[config.mk]
export PLATFORM = sky130hd
export DESIGN_NAME = uci_move_parser
export DESIGN_NICKNAME = d
export VERILOG_FILES = /design/src/rtl/uci_move_parser.sv
export SDC_FILE = /design/constraint.sdc
export NUM_CORES = 1
export LEC_CHECK = 0
export CORE_AREA = 3 3 70 72
export DETAILED_ROUTE_END_ITERATION = 7
export DIE_AREA = 0 0 73 75
export PLACE_DENSITY = 0.72
export SLEW_MARGIN = 25
export SYNTH_ARGS = -nofsm -noshare
export SYNTH_HDL_FRONTEND = slang
export SYNTH_SLANG_ARGS = --single-unit
[constraint.sdc]
create_clock -name clk_in -period 5.7 [get_ports clk_in]
set_clock_uncertainty 0.2 [all_clocks]
set_input_delay 1.14 -clock clk_in [delete_from_list [all_inputs] [get_ports clk_in]]
set_output_delay 1.14 -clock clk_in [all_outputs]
set_load 0.02 [all_outputs]
[src/rtl/uci_move_parser.sv]
// UCI long-algebraic move parser: turns a byte stream such as "e7e8q\n" into a
// move_t with a one-cycle valid pulse, or a one-cycle error pulse per bad token.
package uci_pkg;
   typedef enum logic [2:0] {
      SPECIAL_UNKNOWN        = 3'd0,
      SPECIAL_PROMOTE_KNIGHT = 3'd1,
      SPECIAL_PROMOTE_BISHOP = 3'd2,
      SPECIAL_PROMOTE_ROOK   = 3'd3,
      SPECIAL_PROMOTE_QUEEN  = 3'd4
   } special_t;

   typedef struct packed {
      logic [5:0] src;
      logic [5:0] dst;
      special_t   special;
   } move_t;
endpackage

module uci_move_parser
   import uci_pkg::*;
#(
   parameter int MAX_TOKEN_LEN = 8
) (
   input  logic       clk_in,
   input  logic       rst_in,
   input  logic [7:0] byte_in,
   input  logic       byte_valid_in,
   output move_t      move_out,
   output logic       valid_out,
   output logic       error_out,
   output logic       busy_out
);
   localparam int CW = $clog2(MAX_TOKEN_LEN + 1);
   localparam logic [CW-1:0] CNT_MAX = CW'(MAX_TOKEN_LEN);

   typedef enum logic [2:0] {
      IDLE, SRC_RNK, DST_FIL, DST_RNK, PROMO_OR_END, END, DISCARD
   } state_t;

   state_t        state, state_next;
   logic [2:0]    src_fil, src_fil_next, src_rnk, src_rnk_next;
   logic [2:0]    dst_fil, dst_fil_next, dst_rnk, dst_rnk_next;
   special_t      special, special_next;
   logic [CW-1:0] count, count_next;
   move_t         move_next;
   logic          valid_next, error_next;

   logic          is_term, is_fil, is_rnk, is_promo;
   logic [7:0]    fil_off, rnk_off;
   special_t      promo_kind;
   logic          commit;
   special_t      commit_special;

   assign is_term = (byte_in == 8'h20) || (byte_in == 8'h0D) || (byte_in == 8'h0A);
   assign is_fil  = (byte_in >= 8'h61) && (byte_in <= 8'h68);
   assign is_rnk  = (byte_in >= 8'h31) && (byte_in <= 8'h38);
   assign fil_off = byte_in - 8'h61;
   assign rnk_off = byte_in - 8'h31;

   always_comb begin
      is_promo   = 1'b1;
      promo_kind = SPECIAL_UNKNOWN;
      case (byte_in)
         8'h6E:   promo_kind = SPECIAL_PROMOTE_KNIGHT;
         8'h62:   promo_kind = SPECIAL_PROMOTE_BISHOP;
         8'h72:   promo_kind = SPECIAL_PROMOTE_ROOK;
         8'h71:   promo_kind = SPECIAL_PROMOTE_QUEEN;
         default: is_promo = 1'b0;
      endcase
   end

   always_comb begin
      state_next     = state;
      src_fil_next   = src_fil;
      src_rnk_next   = src_rnk;
      dst_fil_next   = dst_fil;
      dst_rnk_next   = dst_rnk;
      special_next   = special;
      count_next     = count;
      move_next      = move_out;
      valid_next     = 1'b0;
      error_next     = 1'b0;
      commit         = 1'b0;
      commit_special = SPECIAL_UNKNOWN;

      if (byte_valid_in) begin
         // A terminator arriving mid-coordinate ends the token immediately so
         // that every bad token yields exactly one error pulse.
         case (state)
            IDLE: begin
               if (is_fil) begin
                  src_fil_next = fil_off[2:0];
                  special_next = SPECIAL_UNKNOWN;
                  state_next   = SRC_RNK;
               end else if (!is_term) begin
                  state_next = DISCARD;
               end
            end
            SRC_RNK: begin
               if (is_rnk) begin
                  src_rnk_next = rnk_off[2:0];
                  state_next   = DST_FIL;
               end else if (is_term) begin
                  error_next = 1'b1;
                  state_next = IDLE;
               end else begin
                  state_next = DISCARD;
               end
            end
            DST_FIL: begin
               if (is_fil) begin
                  dst_fil_next = fil_off[2:0];
                  state_next   = DST_RNK;
               end else if (is_term) begin
                  error_next = 1'b1;
                  state_next = IDLE;
               end else begin
                  state_next = DISCARD;
               end
            end
            DST_RNK: begin
               if (is_rnk) begin
                  dst_rnk_next = rnk_off[2:0];
                  state_next   = PROMO_OR_END;
               end else if (is_term) begin
                  error_next = 1'b1;
                  state_next = IDLE;
               end else begin
                  state_next = DISCARD;
               end
            end
            PROMO_OR_END: begin
               if (is_term) begin
                  commit         = 1'b1;
                  commit_special = SPECIAL_UNKNOWN;
               end else if (is_promo) begin
                  special_next = promo_kind;
                  state_next   = END;
               end else begin
                  state_next = DISCARD;
               end
            end
            END: begin
               if (is_term) begin
                  commit         = 1'b1;
                  commit_special = special;
               end else begin
                  state_next = DISCARD;
               end
            end
            DISCARD: begin
               if (is_term) begin
                  error_next = 1'b1;
                  state_next = IDLE;
               end
            end
            default: state_next = IDLE;
         endcase

         if (commit) begin
            state_next = IDLE;
            if ({src_rnk, src_fil} == {dst_rnk, dst_fil}) begin
               error_next = 1'b1;
            end else begin
               valid_next        = 1'b1;
               move_next.src     = {src_rnk, src_fil};
               move_next.dst     = {dst_rnk, dst_fil};
               move_next.special = commit_special;
            end
         end

         if (state == IDLE || state_next == IDLE) begin
            count_next = '0;
         end else if (!is_term && count != CNT_MAX) begin
            count_next = count + 1'b1;
         end
         if (state_next != IDLE && count_next == CNT_MAX) begin
            state_next = DISCARD;
         end
      end
   end

   always_ff @(posedge clk_in or negedge rst_in) begin
      if (!rst_in) begin
         state     <= IDLE;
         src_fil   <= '0;
         src_rnk   <= '0;
         dst_fil   <= '0;
         dst_rnk   <= '0;
         special   <= SPECIAL_UNKNOWN;
         count     <= '0;
         move_out  <= '{src: 6'd0, dst: 6'd0, special: SPECIAL_UNKNOWN};
         valid_out <= 1'b0;
         error_out <= 1'b0;
         busy_out  <= 1'b0;
      end else begin
         state     <= state_next;
         src_fil   <= src_fil_next;
         src_rnk   <= src_rnk_next;
         dst_fil   <= dst_fil_next;
         dst_rnk   <= dst_rnk_next;
         special   <= special_next;
         count     <= count_next;
         move_out  <= move_next;
         valid_out <= valid_next;
         error_out <= error_next;
         busy_out  <= (state_next != IDLE);
      end
   end
endmodule

==> summary.txt, run 1 <==
Global routing
  • Remaining global-route overflow: 0
  • First-pass GRT wire length: 6870 um
  • Number of global-route vias before repair: 1404
  • Number of antenna violations at the first check in global routing: 0
  • Overall routing resource usage: 16.5%
  • Pin count of the biggest net entering global routing: 41

Place
  • Inst Count DP: 274
  • HPWL reported at the end of detailed placement: 3120 um
  • Setup WS pre-CTS: 1490 ps
  • Cell Area, Placed: 2440 um^2
  • # port buffers: 28
  • Gp weighted congestion: 0.913

Logic synthesis
  • Number of flops mapped to enable cells by yosys: 0
  • Ranking of synthesized cells by area: sky130_fd_sc_hd__dfrtp_1 47%, sky130_fd_sc_hd__mux2_2 11%, sky130_fd_sc_hd__ha_1 3.5%, sky130_fd_sc_hd__nand2_1 3.3%, sky130_fd_sc_hd__mux2i_1 2.3%
  • Synth Net Count: 217
  • Count of unique library cells instantiated by Yosys: 45
  • Post-synthesis cell count: 200
  • Proportion of synthesized flip-flops having asynchronous set or reset: 100%
  • Post-synthesis register bit count: 40
  • Area of the mapped netlist: 2140 um^2
  • Proportion of netlist area held by the largest area contributor: 46.8%
  • Syn Area/Cell: 10.7 um^2
  • Most frequently used flop master after synthesis: sky130_fd_sc_hd__dfrtp_1
  • Library cell with the largest summed area after synthesis: sky130_fd_sc_hd__dfrtp_1
  • Post-synthesis sequential area ratio: 46.8%
  • Count of warnings emitted by yosys: 0

Cells and area
  • Leading cell types in the layout, fill and taps excluded: 40 x sky130_fd_sc_hd__dfrtp_1, 27 x sky130_fd_sc_hd__clkdlybuf4s50_1, 20 x sky130_fd_sc_hd__mux2_2, 19 x sky130_fd_sc_hd__nand2_1, 12 x sky130_fd_sc_hd__inv_1
  • Total of fill cells in the finished design: 386
  • Finished Core Util: 59.0%
  • Most common library cell in the layout ignoring fill and taps: sky130_fd_sc_hd__dfrtp_1
  • Number of diodes added for antenna fixing: 0
  • Share of cells above drive strength 1: 16.6%
  • Multi-input logic area: 1050 um^2
  • Relative area change from synthesis to final layout: 20.2%
  • Final Net Count: 246
  • Design area: 2570 um^2
  • Final std cells w/o fill: 281
  • Area taken by flip-flops and latches: 1000 um^2

Die
  • Number of I/O pins: 29
  • Die Width: 73 um
  • Placement Rows: 24
  • Initial cell density of the core: 49.1%
  • Core region area: 4350 um^2
  • Die boundary height: 75 um
  • Die area: 5480 um^2

STA
  • Post-route clock period utilization: 68.3%
  • Tmin final: 3900 ps
  • Slew of the pin with the lowest slew margin: 878 ps
  • Total of endpoints with negative setup slack in the final report: 0
  • Slew margin rel.: 41.4%
  • Setup tns final: 0 ps
  • Final Max Tran Viols: 0
  • Unrepaired setup endpoints after global routing: false
  • Setup ws final: 1800 ps
  • Worst hold margin: 305 ps
  • Endpoints failing hold: 0
  • Max Clk Rate: 257 MHz

Clock network
  • Root cell of the clock tree: sky130_fd_sc_hd__clkbuf_8
  • CTS tree: done
  • Cts bufs inserted: 5
  • Number of buffers on the longest clock path: 2
  • Hold bufs inserted after CTS: 0
  • Clock tree sinks: 40
  • CTS resizes: 0
  • Clock slew at reported path FFs: 80 ps
  • Number of buffers inserted to repair setup after CTS: 0
  • Clock H-tree levels: 2
  • Clock latency reported for the late side of the worst-skew pair: 290 ps

Pwr
  • Power density normalized to cell area: 270 nW/um^2
  • Leakage power: 1.16 nW
  • VDD IR-drop max: 123 uV
  • Overall power of the completed layout: 0.695 mW

Run status
  • Result of the run: finished, final reports clean

Hold path
  • Hold WC Path Type: flip-flop to flip-flop

Routing
  • Vias per std cell: 5.69
  • Total length of routed wires: 4290 um
  • ANT nets after route: 0
  • Average wire length per cell after detail routing: 15.3 um
  • Via count of the routed design: 1600
  • Initial drt markers: 129
  • Number of detailed-routing iterations run before antenna repair: 4
  • Detailed-route DRC error count: 0

Worst setup path
  • Data required time of the worst path: 5670 ps
  • Crit start category: input port
  • Setup CP Type: input port to flip-flop
  • Critical-path maximum fanout: 6
  • Arr. time, crit path: 3870 ps
  • Endpoint kind of the worst setup timing path: flip-flop

Run
  • Max Cap Viol: 0
registers in the layout, summed over array words and instances (netlist names):
signal	cells
count	4
move_out	15
state	3
src_fil	3
error_out	1
busy_out	1
src_rnk	3
dst_rnk	3
special	3
dst_fil	3
valid_out	1
synth_stat cells, drive strengths merged, types with 5 or more instances:
library cell / instances
nor3: 9
inv: 12
xnor2: 5
nand2: 19
nand2b: 5
dfrtp: 40
nor2: 10
ha: 6
mux2: 20
mux2i: 5
nand3: 9
o21ai: 10
power breakdown:
part / total, mW / internal (mW) / switching (mW)
Combinational: 0.112 / 0.0514 / 0.0611
Clock: 0.266 / 0.172 / 0.0936
Sequential: 0.316 / 0.297 / 0.0193
path summary, 6_finish.rpt:
kind,start,endpoint,slack [ps],cells after the start
worst max-delay path,byte_in[0],special[0],1800,9
worst min-delay path,special[0],move_out[0],310,2
worst max register to register,state[1],move_out[13],3490,3
worst min register to register,special[0],move_out[0],310,2
max in group asynchronous,rst_in,move_out[12],3980,1
min in group asynchronous,rst_in,count[1],760,1
critical path, cell delays in order:
cell and delay [ps]:
sky130_fd_sc_hd__clkdlybuf4s50_1 580, sky130_fd_sc_hd__inv_1 130, sky130_fd_sc_hd__ha_1 250, sky130_fd_sc_hd__nor4b_1 170
sky130_fd_sc_hd__a2111oi_2 480, sky130_fd_sc_hd__and2b_1 250, sky130_fd_sc_hd__a31oi_1 50, sky130_fd_sc_hd__nor3_1 420
sky130_fd_sc_hd__mux2_2 390
area by class of cell:
type | instances | area share, %
multi-input combinational | 142 | 41.0
sequential | 40 | 39.0
timing repair buffer | 28 | 10.7
clock buffer | 5 | 2.68
tap | 52 | 2.53
clock inverter | 2 | 2.34
inverter | 12 | 1.75
routing by layer:
layer | vias up | GRT usage [%] | share of wire, %
li1 | 779 | - | -
met5 | - | 0 | 0
met3 | 4 | 4.41 | 5.3
met1 | 768 | 23.9 | 49
met4 | 0 | 5.53 | 1.0
met2 | 49 | 23.7 | 44
logic make-up (layout without fill, tap and decap cells):
kind of cell | count (synthesis) | count (layout) | synth area share [%]
xor gates and xnor gates | 9 | 9 | 3.69
AOI/OAI and AO/OA | 33 | 33 | 11.7
and+or+nand+nor | 69 | 69 | 17.5
DFF | 40 | 40 | 46.8
muxes | 25 | 25 | 12.9
adders and majority gates | 6 | 6 | 3.51
buffers and inverters | 18 | 47 | 3.86
(Power assumes the default switching activity.)
==> run 2: changes to the inputs <==
--- a/config.mk
+++ b/config.mk
@@ -5,10 +5,10 @@
 export SDC_FILE = /design/constraint.sdc
 export NUM_CORES = 1
 export LEC_CHECK = 0
-export CORE_AREA = 3 3 70 72
+export CORE_AREA = 3 3 71 73
 export DETAILED_ROUTE_END_ITERATION = 7
-export DIE_AREA = 0 0 73 75
-export PLACE_DENSITY = 0.72
+export DIE_AREA = 0 0 74 76
+export PLACE_DENSITY = 0.73
 export SLEW_MARGIN = 25
 export SYNTH_ARGS = -nofsm -noshare
 export SYNTH_HDL_FRONTEND = slang
==> constraint.sdc (replaced) <==
create_clock -name clk_in -period 3.2 [get_ports clk_in]
set_clock_uncertainty 0.2 [all_clocks]
set_input_delay 0.64 -clock clk_in [delete_from_list [all_inputs] [get_ports clk_in]]
set_output_delay 0.64 -clock clk_in [all_outputs]
set_load 0.02 [all_outputs]
==> run 2 against run 1 <==
Register-to-register slack got worse by 2400 ps. Wire length rose by 3.9%. Critical path depth increased by 1. Largest cell class unchanged. Via count increased by 3.7%. First-iteration DRC count fell by 43%. Combinational power is 86% higher. Clock power up 80%.
==> summary.txt, run 2 (synthesized netlist as in run 1, its figures left out) <==
Run status
  • Result of the run: finished, final reports clean

Cells and area
  • Reg with most FFs: move_out
  • Top flop regs: move_out x15, count x4
  • Number of diodes added for antenna fixing: 0
  • Final Net Count: 272
  • Multi-input logic area: 1070 um^2
  • Share of cells above drive strength 1: 25.9%
  • Area taken by flip-flops and latches: 1000 um^2
  • Max reg flops: 15
  • Total of fill cells in the finished design: 384
  • Design area: 2790 um^2
  • Leading cell types in the layout, fill and taps excluded: 40 x sky130_fd_sc_hd__dfrtp_1, 27 x sky130_fd_sc_hd__clkdlybuf4s50_1, 25 x sky130_fd_sc_hd__buf_4, 20 x sky130_fd_sc_hd__mux2_2, 19 x sky130_fd_sc_hd__nand2_1
  • Most common library cell in the layout ignoring fill and taps: sky130_fd_sc_hd__dfrtp_1
  • Relative area change from synthesis to final layout: 30.5%

Global routing
  • Number of global-route vias before repair: 1689
  • Remaining global-route overflow: 0
  • Pin count of the biggest net entering global routing: 41
  • First-pass GRT wire length: 7870 um
  • Number of antenna violations at the first check in global routing: 0
  • Overall routing resource usage: 17.8%

Die
  • Die boundary height: 76 um
  • Core region area: 4410 um^2
  • Initial cell density of the core: 48.4%
  • Number of I/O pins: 29
  • Placement Rows: 24
  • Die area: 5620 um^2
  • Die Width: 74 um

STA
  • Setup tns final: 0 ps
  • Total of endpoints with negative setup slack in the final report: 0
  • Max Clk Rate: 332 MHz
  • Final Max Tran Viols: 0
  • Unrepaired setup endpoints after global routing: false
  • Worst hold margin: 259 ps
  • Post-route clock period utilization: 94.2%
  • Tmin final: 3010 ps
  • Endpoints failing hold: 0
  • Slew of the pin with the lowest slew margin: 864 ps
  • Slew margin rel.: 42.4%

Routing
  • Number of detailed-routing iterations run before antenna repair: 4
  • Total length of routed wires: 4460 um
  • Average wire length per cell after detail routing: 14.5 um
  • Vias per std cell: 5.40
  • Detailed-route DRC error count: 0
  • Initial drt markers: 74
  • Via count of the routed design: 1659
  • ANT nets after route: 0

Hold path
  • Hold WC Path Type: input port to asynchronous set/reset pin

Clock network
  • Clock H-tree levels: 2
  • Clock tree sinks: 40
  • Cts bufs inserted: 5
  • Number of buffers inserted to repair setup after CTS: 0
  • Number of buffers on the longest clock path: 2
  • Hold bufs inserted after CTS: 0
  • Root cell of the clock tree: sky130_fd_sc_hd__clkbuf_8
  • CTS resizes: 0
  • CTS tree: done
  • Clock slew at reported path FFs: 80 ps
  • Clock latency reported for the late side of the worst-skew pair: 290 ps

Pwr
  • Overall power of the completed layout: 1.25 mW
  • Leakage power: 1.29 nW
  • VDD IR-drop max: 291 uV
  • Power density normalized to cell area: 448 nW/um^2

Worst setup path
  • R2R Setup Slk: 1090 ps
  • R2R depth: 6
  • Critical-path maximum fanout: 4
  • Setup CP Type: input port to flip-flop
  • Crit start category: input port
  • Endpoint kind of the worst setup timing path: flip-flop
  • Arr. time, crit path: 2980 ps
  • Data required time of the worst path: 3170 ps
  • Endpoint of the most critical register-to-register path: state[2]
  • RR Startpoint: count[0]

Run
  • Max Cap Viol: 0

Place
  • Cell Area, Placed: 2650 um^2
  • # port buffers: 28
  • HPWL reported at the end of detailed placement: 3390 um
  • Gp weighted congestion: 0.808
==> run 2: metrics by stage <==
stage / utilization [%] / setup slack, ps / instances
2_1_floorplan: - / 484 / 200
4_1_cts: 62.9 / 141 / 307
6_report: 63.2 / 187 / 307
5_1_grt: 63.2 / 47.6 / 307
3_3_place_gp: 60.0 / -55.4 / 300
3_5_place_dp: 60.0 / -182 / 300
==> run 2: worst max-delay path, stage by stage <==
cell and delay (ps):
sky130_fd_sc_hd__clkdlybuf4s50_1 530, sky130_fd_sc_hd__inv_1 110, sky130_fd_sc_hd__ha_1 210, sky130_fd_sc_hd__nor4b_2 180, sky130_fd_sc_hd__a2111oi_2 390, sky130_fd_sc_hd__and2b_1 200
sky130_fd_sc_hd__a31oi_1 50, sky130_fd_sc_hd__nor3_1 190, sky130_fd_sc_hd__buf_4 160, sky130_fd_sc_hd__mux2_2 320
==> run 2: power breakdown <==
| part | switching (mW) | internal (mW) |
|---|---|---|
| Clock | 0.172 | 0.307 |
| Sequential | 0.0321 | 0.529 |
| Combinational | 0.106 | 0.102 |
| Total | 0.310 | 0.938 |
==> run 2: worst max path at each step <==
stage	startpoint	end	slack (ps)	depth (start not counted)
detailed placement	byte_in[1]	state[2]	-180	9
global placement	byte_in[0]	src_rnk[0]	-60	8
CTS	byte_in[1]	state[2]	140	9
global route	byte_in[0]	special[1]	50	10
finish	byte_in[0]	special[1]	190	10
floorplan	byte_in[0]	special[0]	480	8
==> run 2: final cells by class <==
class	count	share of cell area, %
flip-flops and latches	40	35.9
repair buffers	54	17.3
multi-input cells	142	38.2
inverters	12	1.62
clock buffers	5	2.47
clock inverters	2	2.15
well taps	52	2.33
==> run 2: metal layers <==
layer | GRT usage [%] | share of wire [%]
met5 | 0 | 0
met4 | 6.70 | 1.6
met3 | 3.83 | 3.4
met2 | 25.3 | 46
met1 | 26.2 | 49
